[src/rtl/mem_stage_ctrl.sv]
`default_nettype none
// ============================================================================
// Module      : mem_stage_ctrl
// Description : MEM-stage control. Resolves branches, runs loads/stores as
//               req/ack memory transactions, and holds the MEM/WB register.
// Revision    : 1.0 - initial release
// ============================================================================
module mem_stage_ctrl #(
    parameter int AWIDTH = 32,
    parameter int DWIDTH = 32,
    parameter int TOUT   = 255
) (
    input  logic              clk,
    input  logic              rst,
    // EX/MEM pipeline register outputs
    input  logic              memwr,
    input  logic              memrd,
    input  logic              bbne,
    input  logic              bbeq,
    input  logic              bblez,
    input  logic              bbgtz,
    input  logic              jump,
    input  logic [1:0]        memtoreg,
    input  logic              regwr,
    input  logic              fin,
    input  logic              zero,
    input  logic              negative,
    input  logic [DWIDTH-1:0] aluout,
    input  logic [DWIDTH-1:0] regdata2,
    input  logic [4:0]        regdstmux,
    input  logic [AWIDTH-1:0] branaddr,
    input  logic [AWIDTH-1:0] jmpaddr,
    input  logic [AWIDTH-1:0] pcnext,
    // data memory
    output logic              dm_req,
    output logic              dm_we,
    output logic [AWIDTH-1:0] dm_addr,
    output logic [DWIDTH-1:0] dm_wdata,
    input  logic [DWIDTH-1:0] dm_rdata,
    input  logic              dm_ack,
    // pipeline control
    output logic              stall,
    output logic              pcsrc,
    output logic [AWIDTH-1:0] pctarget,
    output logic              flush,
    // MEM/WB pipeline register
    output logic [1:0]        wb_memtoreg,
    output logic              wb_regwr,
    output logic              wb_fin,
    output logic [DWIDTH-1:0] wb_rdata,
    output logic [DWIDTH-1:0] wb_aluout,
    output logic [4:0]        wb_regdst,
    output logic [AWIDTH-1:0] wb_pcnext,
    output logic              buserr
);

    localparam logic [1:0] c_IDLE = 2'd0;
    localparam logic [1:0] c_BUSY = 2'd1;
    localparam logic [1:0] c_DONE = 2'd2;

    localparam logic [7:0] c_TOUT_LAST = 8'(TOUT - 1);

    logic [1:0]        r_state;
    logic [7:0]        r_cnt;
    logic [DWIDTH-1:0] r_rdbuf;

    logic              w_access;
    logic              w_taken;
    logic              w_stall;
    logic [AWIDTH-1:0] w_addr;

    // The memory address is the low AWIDTH bits of the ALU result.
    generate
        if (AWIDTH <= DWIDTH) begin : g_addr_trunc
            assign w_addr = aluout[AWIDTH-1:0];
        end else begin : g_addr_zext
            assign w_addr = {{(AWIDTH-DWIDTH){1'b0}}, aluout};
        end
    endgenerate

    assign w_access = memrd | memwr;

    assign w_taken = (bbeq  & zero)
                   | (bbne  & ~zero)
                   | (bblez & (zero | negative))
                   | (bbgtz & ~zero & ~negative)
                   | jump;

    assign w_stall  = ((r_state == c_IDLE) & w_access) | (r_state == c_BUSY);
    assign stall    = w_stall;
    assign pcsrc    = w_taken & ~w_stall;
    assign flush    = w_taken & ~w_stall;
    assign pctarget = jump ? jmpaddr : branaddr;

    // Memory transaction sequencer; dm_* stay stable for the whole BUSY phase.
    always_ff @(posedge clk) begin
        if (rst) begin
            r_state  <= c_IDLE;
            r_cnt    <= '0;
            r_rdbuf  <= '0;
            dm_req   <= 1'b0;
            dm_we    <= 1'b0;
            dm_addr  <= '0;
            dm_wdata <= '0;
            buserr   <= 1'b0;
        end else begin
            case (r_state)
                c_IDLE: begin
                    if (w_access) begin
                        r_state  <= c_BUSY;
                        r_cnt    <= '0;
                        dm_req   <= 1'b1;
                        dm_we    <= memwr;
                        dm_addr  <= w_addr;
                        dm_wdata <= regdata2;
                    end
                end
                c_BUSY: begin
                    if (dm_ack) begin
                        // An ack on the final allowed cycle still completes normally.
                        r_state <= c_DONE;
                        dm_req  <= 1'b0;
                        r_rdbuf <= dm_we ? '0 : dm_rdata;
                    end else if (r_cnt == c_TOUT_LAST) begin
                        r_state <= c_DONE;
                        dm_req  <= 1'b0;
                        r_rdbuf <= '0;
                        buserr  <= 1'b1;
                    end else begin
                        r_cnt <= r_cnt + 8'd1;
                    end
                end
                c_DONE: begin
                    r_state <= c_IDLE;
                end
                default: begin
                    r_state <= c_IDLE;
                end
            endcase
        end
    end

    // MEM/WB register: a stalled cycle becomes a bubble with no side effects.
    always_ff @(posedge clk) begin
        if (rst) begin
            wb_memtoreg <= '0;
            wb_regwr    <= 1'b0;
            wb_fin      <= 1'b0;
            wb_rdata    <= '0;
            wb_aluout   <= '0;
            wb_regdst   <= '0;
            wb_pcnext   <= '0;
        end else if (w_stall) begin
            wb_regwr <= 1'b0;
            wb_fin   <= 1'b0;
        end else begin
            wb_memtoreg <= memtoreg;
            wb_regwr    <= regwr;
            wb_fin      <= fin;
            wb_rdata    <= r_rdbuf;
            wb_aluout   <= aluout;
            wb_regdst   <= regdstmux;
            wb_pcnext   <= pcnext;
        end
    end

endmodule
`default_nettype wire

[config.mk]
export PLATFORM = sky130hd
export DESIGN_NAME = mem_stage_ctrl
export DESIGN_NICKNAME = d
export VERILOG_FILES = /design/src/rtl/mem_stage_ctrl.sv
export SDC_FILE = /design/constraint.sdc
export NUM_CORES = 1
export LEC_CHECK = 0
export ABC_CLOCK_PERIOD_IN_PS = 2210
export BUFFER_PORTS_ARGS = -buffer_cell sky130_fd_sc_hd__buf_4
export CORE_AREA = 10 10 156 158
export DETAILED_ROUTE_END_ITERATION = 12
export DIE_AREA = 0 0 166 168
export PLACE_DENSITY_LB_ADDON = 0.12
export SYNTH_ARGS = -nofsm -noshare
export SYNTH_HDL_FRONTEND = slang
export SYNTH_SLANG_ARGS = --single-unit
export TNS_END_PERCENT = 20
[constraint.sdc]
create_clock -name clk -period 2.21 [get_ports clk]
set_input_delay 0.3315 -clock clk [delete_from_list [all_inputs] [get_ports clk]]
set_output_delay 0.3315 -clock clk [all_outputs]
set_load 0.1 [all_outputs]
[After elaboration in Yosys (flattened, before gate mapping)]
Index checks and enable logic that the tools add are counted.
Storage, ports and cells
  bits in registers: 214
  input bits: 213
  word-level logic and storage cells: 66
Operators by class
  $add $sub $neg: 1
  equality and inequality tests: 6
  muxes and demuxes: 16
  bitwise operators: 18
  reductions and logical operators: 10
Operators with widths (count)
  32-bit two-way mux: 4
  8-bit two-way mux: 3
  8-bit case mux with 2 select lines: 1
  8-bit by 1-bit adder with 8-bit output, second input constant: 1
  8-bit equality test, second input constant: 1
  1-bit AND: 7
  1-bit bitwise OR: 7
  2-bit two-way mux: 3
  2-bit inequality test, second input constant: 3
  2-bit AND reduction: 3
  3-bit AND reduction: 2
  1-bit NOT: 4
  2-bit case mux with 2 select lines: 1
  4-bit AND reduction: 1
  2-bit nonzero test: 2
  1-bit two-way mux: 3
  3-bit by 2-bit inequality test with 1-bit output, second input constant: 1
  2-bit by 1-bit equality test with 1-bit output, second input constant: 1
  2-bit zero test: 1
  1-bit case mux with 2 select lines: 1
  2-bit OR reduction: 1

[Longest topological paths before layout]
Gate-level depths: netlist (run 1).
  depth in word-level cells: 7
  gate-level depth with buffers: 8

[Worst setup path after synthesis (run 1)]
No wires, ideal clock.
  path type: flip-flop to output port
  start: reg r_state[0]
  end: out pcsrc
  arrival time: 2225 ps
  required time: 1879 ps
  path slack: -347 ps
  stages on the path, launching flop included: 7
  cells stage by stage: dfxtp_1 -> inv_1 -> a31o_2 -> clkbuf_1 -> clkbuf_1 -> o21a_1 -> buf_4
On the way
  cells in the longest elaborated chain, start to end: 5
  elaborated cells between the ends (all ways): 6
  classes of those cells: eq/ne: 1; bitwise: 4; reduce/logical: 1
RTL lines
  start: declaration: RTL line 63  | logic [1:0] r_state;
  start signal: assignment: RTL line 98  | r_state <= c_IDLE;
  start signal: assignment: RTL line 110  | r_state <= c_BUSY;
  start signal: assignment: RTL line 121  | r_state <= c_DONE;
  2-bit zero test: RTL line 89  | assign w_stall = ((r_state == c_IDLE) & w_access) | (r_state == c_BUSY);
  1-bit AND: RTL line 89
  1-bit bitwise OR (*): RTL line 89
  1-bit NOT (*)
  1-bit AND (*)
  end: declaration: RTL line 43  | output logic pcsrc,
Every way passes the cells marked *; elsewhere a longest branch is shown, timed or not.

[Worst setup path after layout (run 1)]
  start: reg r_state[0]
  end: out stall
On the way
  cells in the longest elaborated chain, start to end: 3
  elaborated cells between the ends (all ways): 4
  classes of those cells: eq/ne: 1; bitwise: 2; reduce/logical: 1
RTL lines
  2-bit zero test: RTL line 89
  1-bit AND: RTL line 89
  1-bit bitwise OR (*): RTL line 89
  end: declaration: RTL line 42  | output logic stall,
Marks and branches as above.

==> results of run 1 <==
## worst max-delay path, delay by kind of cell, from the launching register on
| kind | cells | cell delay, ns |
|---|---|---|
| buffers and inverters | 3 | 0.49 |
| AOI/OAI and AO/OA | 1 | 0.30 |
| DFF | 1 | 0.39 |
## path summary, 6_finish.rpt
path | slack [ns] | start | cells after the start | to
worst max-delay path | 0.20 | r_state[0]$_SDFFE_PP0P_ | 4 | stall
worst min-delay path | 0.07 | regdstmux[0] | 3 | wb_regdst[0]$_SDFFE_PP0N_
worst max register to register | 0.30 | r_cnt[0]$_SDFFE_PP0P_ | 6 | r_cnt[7]$_SDFFE_PP0P_
worst min register to register | 0.45 | buserr$_SDFFE_PP0P_ | 2 | buserr$_SDFFE_PP0P_
## state kept, by name, summed over array words and instances, names as in the netlist
register / flops
dm_addr: 32
dm_wdata: 32
r_rdbuf: 32
wb_aluout: 32
wb_pcnext: 32
wb_rdata: 32
r_cnt: 8
wb_regdst: 5
r_state: 2
wb_memtoreg: 2
buserr: 1
dm_req: 1
dm_we: 1
wb_fin: 1
wb_regwr: 1
## area by class of cell
cell class	count	area share [%]
multi-input combinational	693	27.47
clock inverter	7	0.3093
clock buffer	36	5.825
sequential	214	35.30
timing repair buffer	438	27.95
inverter	8	0.2578
tap	280	2.887
## cell usage in the layout, fill, tap and decap left out, drive strengths merged, types with 2 or more instances in the layout
cell type	Yosys	routed
nor2	5	5
a31oi	2	2
nor3b	3	3
dfxtp	214	214
or4	2	2
or3	2	2
clkinv	0	7
ha	2	2
nand2b	3	3
nand2	369	369
mux2	32	32
nand3	10	10
o21ai	36	36
a21oi	209	209
and3	2	2
buf	18	438
clkbuf	59	36
o21a	2	2
a211oi	2	2
inv	8	7
## where the power goes
part	total [mW]	switching [mW]	internal, mW
Combinational	3.22	2.43	0.790
Sequential	4.18	0.107	4.07
Clock	3.73	1.52	2.20
## metal layers
layer / share of wire, % / track usage, % / vias to the layer above / wire, um
met4: 2.8 / 5.701 / 0 / 827
met1: 43 / 24.79 / 3645 / 12760
met3: 7.8 / 6.170 / 41 / 2325
met5: 0 / 0 / - / 0
li1: - / - / 4038 / -
met2: 47 / 32.45 / 256 / 13960
## Yosys cell counts, types with 2 or more instances
library cell,number
a211oi_1,2
a21oi_1,209
a31oi_1,2
and3_1,2
buf_1,3
buf_2,13
clkbuf_1,59
dfxtp_1,214
ha_1,2
inv_1,7
mux2_2,32
nand2_1,369
nand2b_1,2
nand3_1,10
nor2_1,5
nor3b_1,3
o21a_1,2
o21ai_0,35
or3_1,2
or4_1,2
## stage by stage
step           setup slack (ns)  utilization [%]  hold WS [ns]  TNS, ns  instance area (um^2)
2_1_floorplan          -0.03481                -        0.4284  -0.2712                  7924
6_report                 0.1955            56.66       0.07265        0                 12140
4_1_cts                  0.1748            56.66       0.05523        0                 12140
3_5_place_dp             0.2829            53.18        0.4394        0                 11390
5_1_grt                 0.09128            56.66       0.06217        0                 12140
3_3_place_gp             0.3326            53.18        0.4337        0                 11390
## kinds of logic (layout without fill, tap and decap cells)
group / Yosys count / after routing / share of synthesized area (%)
buffers and inverters: 85 / 489 / 4.378
multiplexers: 32 / 32 / 4.552
AO/OA/AOI/OAI: 258 / 258 / 16.74
flip-flops: 214 / 214 / 54.12
adder cells (fa/ha/maj): 2 / 2 / 0.3161
AND/OR/NAND/NOR: 401 / 401 / 19.90
==> run metrics, run 1 <==
drt first pass iters=7; total power draw=11.13 mW; Leak=roughly 5.3 nW; Post-synth EDFFs=0; number of buffers inserted during clock tree synthesis=24; placed insts=~1.6k; count of different cell masters after synthesis=37; All-Layer GR Usage=slightly below 20%; Post-Layout Cell Count=1676; Via Count=7980; multi-input logic area=~3300 um^2; Worst-Skew Late Latency=around 0.5 ns; full die area=between 20000 and 30000 um^2; site row count=54; Bufs on Longest Clock Path=3; Post-Synthesis Cells=992; initial DRC count=530; GPL Wtd Cong=approximately 0.86; vias in the first global route=7777; Final Routed Wirelength=29880 um; first-pass GRT wire length=roughly 46000 um; status=completed; Avg Inst Size Synth=around 8.0 um^2; TritonCTS clock tree=done; ant diodes=0; Worst-path clk slew=0.06 ns; cell area after synthesis=between 7000 and 8000 um^2; Initial Utilization=roughly 37%; CP Capture Type=primary output; Hold-fix buffers, CTS=0; top_reg_cell synth=dfxtp_1; Post-CTS Resized=0; FF/Latch Area=4284 um^2; Total Nets Final=approximately 1.6k; Final min period=just over 2 ns; Die Wd=between 150 and 200 um; Ports=420; Hold Crit Class=in -> reg; Synth area leaders=dfxtp_1, nand2_1, a21oi_1; root buffer cell=clkbuf_16; share of the synthesized area in the top cell type=54.12%; Vias/cell=4.761; area grow syn2layout=53.30%; # Post-CTS Setup Buffers=0; clock skew=0.007062 ns; async set-reset flop share out of synthesis=0%; # setup viols final=0; Slew headroom=approximately 63%; Startpoint Class=flip-flop; WS Path Type=reg -> out; DR DRC count=0; final hold violation count=0; PwrDens=916.8 nW/um^2; Core Region=21420 um^2; fmax=between 400 and 500 MHz; largest net degree at the start of global routing=75; worst slew pin tran=between 0.5 and 0.6 ns; Tcrit/Tclk final=approximately nine tenths; Critical Path RT=roughly 1.9 ns; post-DP HPWL=22130 um; max incr delay on CP=0.39 ns; RSZ-0062 raised after global routing=false; worst-case vdd ir drop=503.7 uV; Slew Viols, Final=0; synth warn=0; initial antenna violation count=0; grt ovf=0; DRT antenna net count=0; filler cell count=2104; top cell type by total area after synthesis=dfxtp_1; Crit Path Max Fanout=9; Syn Nets=about 1.2k; # H-tree levels=1; number of max-cap violations=0; number of synthesized register bits=around 210; Sink Count=approximately 210; register area share after synthesis=approximately 54%; worst-path cell chain=inv_1, a31o_4, clkinv_2, buf_4; Port Buf Inserts=around 420; critical path's slowest cell=dfxtp_1; Die Y=~170 um; share of layout cells above drive strength 1=roughly 37%; WL/cell=about 18 um; critical path arrival=1.68 ns
Note: power is estimated with default switching activity, not from simulation.
==> run 2, diff against run 1 <==
- SETUP_SLACK_MARGIN: not set -> 0.4
==> run metrics, run 2 (synthesized netlist as in run 1, its figures left out) <==
status=completed; Ports=between 400 and 500; clock skew=~0.019 ns; WS Path Type=reg -> reg; final instance area=approximately 12000 um^2; # H-tree levels=1; DR DRC count=0; hold_ws=between 0.05 and 0.06 ns; commonest non-fill, non-tap cell in the layout=buf_4; initial antenna violation count=0; Worst R2R Path Depth=6; grt ovf=0; Slew headroom=around three fifths; drt first pass iters=4; DP Area=11350 um^2; worst slew pin tran=a little under 0.6 ns; hold path cells=3; # setup viols final=0; most frequent cells in the layout=buf_4, nand2_1, dfxtp_1, a21oi_1, o21ai_0; Setup WS post-layout=~0.33 ns; Worst-path clk slew=about 0.060 ns; Critical Path Source=r_cnt[0]$_SDFFE_PP0P_; Critical Path RT=about 2.6 ns; Final Routed Wirelength=29760 um; Core Region=about 21000 um^2; Final min period=roughly 1.9 ns; number of max-cap violations=0; Port Buf Inserts=approximately 420; PwrDens=~900 nW/um^2; worst hold endpoint=wb_pcnext[22]$_SDFFE_PP0N_; Leak=roughly 5.3 nW; Crit Path Max Fanout=7; Tcrit/Tclk final=85.04%; worst reg2reg setup slack=roughly 0.33 ns; Via Count=about 8k; worst-case vdd ir drop=548.5 uV; area grow syn2layout=54.58%; Die Wd=about 170 um; CP Capture Type=flip-flop; r2r endpoint=r_cnt[7]$_SDFFE_PP0P_; setup tns final=0 ns; full die area=about 28000 um^2; fmax=around 530 MHz; Total Nets Final=between 1.5k and 2k; Startpoint Class=flip-flop; WL/cell=between 15 and 20 um; TritonCTS clock tree=done; initial DRC count=about 500; RSZ-0062 raised after global routing=true; first-pass GRT wire length=approximately 45000 um; Setup WS pre-CTS=0.1712 ns; root buffer cell=clkbuf_16; Sink Count=approximately 210; site row count=54; ant diodes=0; vias in the first global route=roughly 7.7k; post-DP HPWL=between 20000 and 25000 um; number of buffers inserted during clock tree synthesis=24; GPL Wtd Cong=roughly 0.81; Slew Viols, Final=0; Hold-fix buffers, CTS=0; Vias/cell=4.752; final hold violation count=0; Worst-Skew Late Latency=between 0.5 and 0.6 ns; largest net degree at the start of global routing=63; Initial Utilization=between 30% and 40%; min-delay src=pcnext[22]; worst r2r src=r_cnt[0]$_SDFFE_PP0P_; Die Y=between 150 and 200 um; All-Layer GR Usage=roughly a fifth; Hold Crit Class=in -> reg; share of layout cells above drive strength 1=37.89%; critical path arrival=2.30 ns; Bufs on Longest Clock Path=3; DRT antenna net count=0
## run 2: layout make-up
cell class	count	area, um^2
repair buffers	440	3422
well taps	280	350.3
fillers	2065	9181
multi-input cells	693	3364
inverters	8	31.28
clock buffers	34	719.4
flip-flops and latches	214	4287
clock inverters	7	62.56
## run 2: worst max-delay path by stage
| stage | to | cells after the start |
|---|---|---|
| floorplan | pcsrc | 6 |
| global placement | r_cnt[7]$_SDFFE_PP0P_ | 6 |
| detailed placement | r_cnt[7]$_SDFFE_PP0P_ | 6 |
| CTS | r_cnt[7]$_SDFFE_PP0P_ | 6 |
| global route | r_cnt[7]$_SDFFE_PP0P_ | 6 |
| finish | r_cnt[7]$_SDFFE_PP0P_ | 6 |
## run 2: metal layers
layer  GRT usage, %  vias to the layer above  share of wire, %
met5              0                        -                 0
met4          3.968                        0               1.5
met3          6.496                       30               8.2
met2          33.01                      237                49
met1          24.12                     3667                41
li1               -                     4030                 -
## run 2: metrics by stage
stage	power, mW	utilization, %	std cells
3_5_place_dp	7.493	52.99	1629
4_1_cts	11.48	57.06	1675
5_1_grt	11.77	57.13	1676
3_3_place_gp	7.475	52.99	1629
2_1_floorplan	6.557	-	992
6_report	11.33	57.13	1676
## run 2: repair_timing
action                     CTS  global route
gates resized for setup     13             4
pin swaps                    3             5
setup buffers                5             1
setup endpoints to repair    8            66
## run 2: where the power goes
part / leakage [nW] / switching [mW] / total [mW] / internal (mW)
registers: 1.75 / 0.107 / 4.18 / 4.08
logic: 3.18 / 2.43 / 3.23 / 0.801
clock network: 0.389 / 1.55 / 3.92 / 2.36
## run 2: critical path, stage by stage (launching register included)
cell,delay [ns]
dfxtp_2,0.33
inv_2,0.04
ha_2,0.17
and3_4,0.19
a211o_4,0.36
or4_4,0.49
a211oi_2,0.22
